--- src/rtl/imem_port_arbiter_if.sv ---
// Requester-side bundle for the instruction memory port: one request
// handshake carrying a byte address, one response handshake carrying the
// instruction word and an error flag.
interface imem_port_arbiter_if;
    logic        req_valid;
    logic        req_ready;
    logic [31:0] req_addr;
    logic        rsp_valid;
    logic        rsp_ready;
    logic [31:0] rsp_data;
    logic        rsp_err;

    // Requester view: issues requests, consumes responses
    modport master (
        output req_valid, req_addr, rsp_ready,
        input  req_ready, rsp_valid, rsp_data, rsp_err
    );

    // Arbiter view: accepts requests, produces responses
    modport slave (
        input  req_valid, req_addr, rsp_ready,
        output req_ready, rsp_valid, rsp_data, rsp_err
    );
endinterface

--- src/rtl/imem_port_arbiter.sv ---
// Two-requester (fetch, debug) arbiter in front of a combinational-read
// instruction memory. One transaction at a time: accept in IDLE, drive the
// memory for one cycle in ACCESS, hold the response in RESP until taken.
// Ties are broken round-robin against the last granted requester.
module imem_port_arbiter #(
    parameter int unsigned MEM_BYTES = 128
) (
    input  logic               clk,
    input  logic               reset_n,
    imem_port_arbiter_if.slave f,
    imem_port_arbiter_if.slave d,
    output logic [31:0]        mem_addr,
    input  logic [31:0]        mem_rdata,
    output logic               busy
);

    // Highest byte address at which a whole word still fits in memory
    localparam logic [31:0] ADDR_MAX = 32'(MEM_BYTES - 4);

    typedef enum logic [1:0] {IDLE, ACCESS, RESP} state_t;
    typedef enum logic {REQ_F, REQ_D} req_t;

    state_t      state;
    state_t      state_nx;
    req_t        owner;
    req_t        last_grant;
    req_t        grant;
    logic        grant_f;
    logic        grant_d;
    logic        accept;
    logic        addr_ok;
    logic [31:0] addr_q;
    logic [31:0] rsp_data_q;
    logic        rsp_err_q;

    // Round-robin pick: a lone requester wins, a tie goes to the one not served last
    always_comb begin
        grant_f = f.req_valid && (!d.req_valid || last_grant == REQ_D);
        grant_d = d.req_valid && (!f.req_valid || last_grant == REQ_F);
        grant   = grant_d ? REQ_D : REQ_F;
        addr_ok = (addr_q[1:0] == 2'b00) && (addr_q <= ADDR_MAX);
    end

    // State register
    always_ff @(posedge clk or negedge reset_n) begin
        if (!reset_n) begin
            state <= IDLE;
        end else begin
            state <= state_nx;
        end
    end

    // Next state and all handshake/memory outputs, decoded from the current state
    always_comb begin
        state_nx    = state;
        accept      = 1'b0;
        busy        = 1'b1;
        mem_addr    = '0;
        f.req_ready = 1'b0;
        d.req_ready = 1'b0;
        f.rsp_valid = 1'b0;
        f.rsp_data  = '0;
        f.rsp_err   = 1'b0;
        d.rsp_valid = 1'b0;
        d.rsp_data  = '0;
        d.rsp_err   = 1'b0;
        case (state)
            IDLE: begin
                busy        = 1'b0;
                f.req_ready = grant_f;
                d.req_ready = grant_d;
                if (grant_f || grant_d) begin
                    accept   = 1'b1;
                    state_nx = ACCESS;
                end
            end
            ACCESS: begin
                if (addr_ok) begin
                    mem_addr = addr_q;
                end
                state_nx = RESP;
            end
            RESP: begin
                if (owner == REQ_F) begin
                    f.rsp_valid = 1'b1;
                    f.rsp_data  = rsp_data_q;
                    f.rsp_err   = rsp_err_q;
                    if (f.rsp_ready) begin
                        state_nx = IDLE;
                    end
                end else begin
                    d.rsp_valid = 1'b1;
                    d.rsp_data  = rsp_data_q;
                    d.rsp_err   = rsp_err_q;
                    if (d.rsp_ready) begin
                        state_nx = IDLE;
                    end
                end
            end
            default: state_nx = IDLE;
        endcase
    end

    // Request capture on accept, response capture at the end of ACCESS
    always_ff @(posedge clk or negedge reset_n) begin
        if (!reset_n) begin
            addr_q     <= '0;
            owner      <= REQ_F;
            last_grant <= REQ_D;
            rsp_data_q <= '0;
            rsp_err_q  <= 1'b0;
        end else if (accept) begin
            addr_q     <= (grant == REQ_D) ? d.req_addr : f.req_addr;
            owner      <= grant;
            last_grant <= grant;
        end else if (state == ACCESS) begin
            rsp_data_q <= addr_ok ? mem_rdata : '0;
            rsp_err_q  <= !addr_ok;
        end
    end

endmodule

--- src/flat_wrapper.sv ---
// flat-port wrapper written by rule: the top's interface ports become plain ports
module imem_port_arbiter_flat 
#(
    parameter int unsigned MEM_BYTES = 128
)
  (clk, reset_n, mem_addr, mem_rdata, busy, f_req_valid, f_req_addr, f_rsp_ready, f_req_ready, f_rsp_valid, f_rsp_data, f_rsp_err, d_req_valid, d_req_addr, d_rsp_ready, d_req_ready, d_rsp_valid, d_rsp_data, d_rsp_err);
  imem_port_arbiter_if f_i ();
  imem_port_arbiter_if d_i ();
  input  logic clk;
  input  logic reset_n;
  output logic [31:0] mem_addr;
  input  logic [31:0] mem_rdata;
  output logic busy;
  input wire logic [$bits(f_i.req_valid)-1:0] f_req_valid;
  input wire logic [$bits(f_i.req_addr)-1:0] f_req_addr;
  input wire logic [$bits(f_i.rsp_ready)-1:0] f_rsp_ready;
  output wire logic [$bits(f_i.req_ready)-1:0] f_req_ready;
  output wire logic [$bits(f_i.rsp_valid)-1:0] f_rsp_valid;
  output wire logic [$bits(f_i.rsp_data)-1:0] f_rsp_data;
  output wire logic [$bits(f_i.rsp_err)-1:0] f_rsp_err;
  input wire logic [$bits(d_i.req_valid)-1:0] d_req_valid;
  input wire logic [$bits(d_i.req_addr)-1:0] d_req_addr;
  input wire logic [$bits(d_i.rsp_ready)-1:0] d_rsp_ready;
  output wire logic [$bits(d_i.req_ready)-1:0] d_req_ready;
  output wire logic [$bits(d_i.rsp_valid)-1:0] d_rsp_valid;
  output wire logic [$bits(d_i.rsp_data)-1:0] d_rsp_data;
  output wire logic [$bits(d_i.rsp_err)-1:0] d_rsp_err;
  assign f_i.req_valid = f_req_valid;
  assign f_i.req_addr = f_req_addr;
  assign f_i.rsp_ready = f_rsp_ready;
  assign f_req_ready = f_i.req_ready;
  assign f_rsp_valid = f_i.rsp_valid;
  assign f_rsp_data = f_i.rsp_data;
  assign f_rsp_err = f_i.rsp_err;
  assign d_i.req_valid = d_req_valid;
  assign d_i.req_addr = d_req_addr;
  assign d_i.rsp_ready = d_rsp_ready;
  assign d_req_ready = d_i.req_ready;
  assign d_rsp_valid = d_i.rsp_valid;
  assign d_rsp_data = d_i.rsp_data;
  assign d_rsp_err = d_i.rsp_err;
  imem_port_arbiter #(.MEM_BYTES(MEM_BYTES)) u_core (.clk(clk), .reset_n(reset_n), .f(f_i), .d(d_i), .mem_addr(mem_addr), .mem_rdata(mem_rdata), .busy(busy));
endmodule
--- config.mk ---
export PLATFORM = sky130hd
export DESIGN_NAME = imem_port_arbiter_flat
export DESIGN_NICKNAME = d
export VERILOG_FILES = /design/src/rtl/imem_port_arbiter_if.sv /design/src/rtl/imem_port_arbiter.sv /design/src/flat_wrapper.sv
export SDC_FILE = /design/constraint.sdc
export NUM_CORES = 1
export LEC_CHECK = 0
export ABC_CLOCK_PERIOD_IN_PS = 2100
export BUFFER_PORTS_ARGS = -buffer_cell sky130_fd_sc_hd__clkbuf_2
export CORE_MARGIN = 2
export CORE_UTILIZATION = 46
export DETAILED_ROUTE_END_ITERATION = 16
export PLACE_DENSITY = 0.81
export SETUP_SLACK_MARGIN = 0.2
export SLEW_MARGIN = 10
export SYNTH_ARGS = -nofsm -noshare
export SYNTH_HDL_FRONTEND = slang
export SYNTH_SLANG_ARGS = --single-unit
--- constraint.sdc ---
create_clock -name clk -period 2.1 [get_ports clk]
set_input_delay 0.21 -clock clk [delete_from_list [all_inputs] [get_ports clk]]
set_output_delay 0.21 -clock clk [all_outputs]
set_load 0.02 [all_outputs]
==> impl_metrics.json <==
{
  "fillers": 698,
  "grt_setup_unrepaired": "yes",
  "fin_nets": 672,
  "drc": 0,
  "io_pins": 205,
  "avgSynthCellArea_um2": 10.38,
  "hp-class": "input pin to flip-flop",
  "holdPathStages": 3,
  "final_cells": 683,
  "clock_sinks": 69,
  "cp.arrival_ns": 1.73,
  "drt_wl_total_um": 9674,
  "n_antenna_cell": 0,
  "die_w_um": 97.31,
  "finClkSkew_ns": 0.01397,
  "dr.pass1.iters": 6,
  "cap_violations": 0,
  "status": "complete, no violations",
  "p_leak_nw": 2.854,
  "report.final.slew_viol_count": 0,
  "synth.yosys.warnings": 0,
  "endpoint_kind": "output port",
  "setup_tns_ns": 0,
  "drtIter0Drc": 93,
  "cp.required_ns": 1.89,
  "rows": 34,
  "clk_pin_slew_ns": 0.07,
  "min_period_over_period_pct": 92.32,
  "whs_endpoint": "u_core.rsp_data_q[12]",
  "wl_per_cell_um": 14.16,
  "crit_type": "flip-flop to output port",
  "vias": 3276,
  "whs_ns": 0.09946,
  "ys_seq_elements": 69,
  "placed_cell_area_um2": 4861,
  "htree_levels": 3,
  "ctsLongestPathBuffers": 2,
  "reg2reg_to": "u_core.rsp_data_q[3]",
  "die_h_um": 97.31,
  "ir_worst_vdd_uv": 807.5,
  "min_from": "mem_rdata[12]",
  "finalSetupViolCount": 0,
  "path_max_fanout": 6,
  "yosysSeqAreaShare_pct": 43.14,
  "synth_cell_types": 28,
  "reg2reg_depth": 6,
  "dieArea_um2": 9469,
  "worstReg2RegStart": "u_core.addr_q[29]",
  "r2r_setup_slack_ns": 0.32,
  "grt_pass1_vias": 3154,
  "cts_buffers": 9,
  "cts_tree": "yes",
  "ff_latch_area_um2": 1728,
  "gp_congestion": 0.7318,
  "start_util_pct": 46.61,
  "syn_area_um2": 4005,
  "worst_setup_path_start_kind": "flip-flop",
  "hpwl_um": 6668,
  "grt_max_degree": 44,
  "dpl.cell_count": 657,
  "power_density_nw_per_um2": 873.7,
  "coreArea_um2": 8593,
  "areaGrowthSynthToFinish_pct": 37.46,
  "grt_use_total_pct": 19.30,
  "grt_pass1_wl_um": 14810,
  "layout_min_cycle_time_ns": 1.939,
  "antenna_found_initial": 0,
  "clock_latency_ns": 0.33,
  "ant_nets": 0,
  "syn-instance-count": 386,
  "final_cell_area_um2": 5505,
  "via_per_inst": 4.796,
  "hold_viol_final": 0,
  "drive_above_1_share_pct": 53.22,
  "multiInputGateArea_um2": 1989,
  "port-buffer-count": 177,
  "overflow": 0,
  "power_mw": 4.810,
  "fmax_mhz": 515.8,
  "cts_root_buf": "clkbuf_8"
}
-- cell families after synthesis --
family	synth area share [%]
AO/OA/AOI/OAI	9.278
buffers and inverters	12.90
flip-flops	43.14
multiplexers	17.96
other	0.09363
AND/OR/NAND/NOR	16.62
-- how the worst max path moves through the flow --
stage / startpoint / endpoint / slack (ns) / depth (start not counted)
after floorplan: u_core.addr_q[28] / mem_addr[2] / 0.33 / 5
after global placement: u_core.addr_q[10] / mem_addr[6] / 0.43 / 5
after detailed placement: u_core.addr_q[10] / u_core.rsp_data_q[8] / 0.34 / 5
after CTS: u_core.addr_q[29] / mem_addr[5] / 0.19 / 5
after global routing: u_core.addr_q[29] / mem_addr[4] / 0.06 / 5
final: u_core.addr_q[29] / mem_addr[6] / 0.16 / 5
-- worst max-delay path, cell delays in order (launching register included) --
cell and delay (ns):
dfrtp_1 0.41, nor4_4 0.30, nand4_1 0.15, buf_6 0.17, nor3_4 0.19, clkbuf_8 0.18
-- state kept, by name (all words and copies together) (netlist names) --
name and flops:
u_core.owner 1, u_core.addr_q 32, u_core.state 2, u_core.rsp_data_q 32
u_core.rsp_err_q 1, u_core.last_grant 1
-- placed cells by master, fill, tap and decap left out, types with 2 or more instances in the layout --
master / Yosys / routed
clkbuf_2: 0 / 142
nand2b_1: 3 / 2
nand4_1: 2 / 2
conb_1: 1 / 27
inv_1: 39 / 39
clkbuf_1: 11 / 2
nor3_2: 0 / 4
clkinv_2: 0 / 2
mux2_1: 5 / 5
and2_4: 0 / 14
and2_1: 67 / 53
nand2_1: 33 / 33
nor4_2: 0 / 2
buf_6: 7 / 21
clkbuf_8: 0 / 11
nor4_4: 0 / 2
buf_12: 0 / 3
mux2i_1: 10 / 10
mux2_2: 50 / 50
nor4_1: 6 / 2
buf_4: 32 / 27
dfrtp_1: 68 / 68
o31ai_2: 15 / 16
o31ai_1: 17 / 16
clkbuf_16: 0 / 3
-- per-layer routing --
metal  up-vias  global-route usage (%)  routed length (µm)
li1       1580                       -                   -
met2       137                   34.29                4958
met4         0                   4.701                 147
met1      1545                   23.37                3960
met3        14                   5.180                 607
met5         -                       0                   0
-- cell usage after synthesis --
cell,number,area share (%)
a21boi_4,1,0.47
and2_1,67,10
and3_1,1,0.16
buf_2,2,0.25
buf_4,32,6.0
buf_6,7,2.0
clkbuf_1,11,1.0
conb_1,1,0.094
dfrtp_1,68,42
dfstp_2,1,0.66
inv_1,39,3.7
mux2_1,5,1.4
mux2_2,50,14
mux2i_1,10,2.5
nand2_1,33,3.1
nand2b_1,3,0.47
nand4_1,2,0.31
nor2_1,3,0.28
nor2b_1,1,0.16
nor3_1,6,0.75
nor4_1,6,0.94
o21a_1,1,0.19
o21ai_0,1,0.12
o21bai_1,1,0.19
o22a_1,1,0.22
o2bb2ai_1,1,0.22
o31ai_1,17,3.2
o31ai_2,15,4.7
-- power by group --
| part | leakage [nW] | switching (mW) | total [mW] | internal [mW] |
|---|---|---|---|---|
| clock network | 0.0964 | 0.484 | 1.06 | 0.578 |
| logic | 1.88 | 0.883 | 1.78 | 0.900 |
| registers | 0.877 | 0.267 | 1.96 | 1.70 |
-- per-stage QoR --
step,setup slack (ns),util [%]
floorplan,0.3341,-
global placement,0.4309,56.57
detailed placement,0.3431,56.57
CTS,0.1931,60.15
global route,0.06017,64.07
finish,0.1613,64.07
-- repair_timing --
action,CTS,global route
hold endpoints to repair,68,0
hold buffers,1,0
cloned,0,5
resized for setup,18,102
buffers inserted,3,1
endpoints found under the setup margin,7,102
pin swaps,8,9
-- cell type report --
| class | count | area share (%) |
|---|---|---|
| tap | 108 | 2.455 |
| inverter | 39 | 2.659 |
| clock inverter | 4 | 0.8636 |
| clock buffer | 12 | 2.636 |
| sequential | 69 | 31.39 |
| timing repair buffer | 199 | 23.86 |
| multi-input combinational | 252 | 36.14 |
Note: power is estimated with default switching activity, not from simulation.
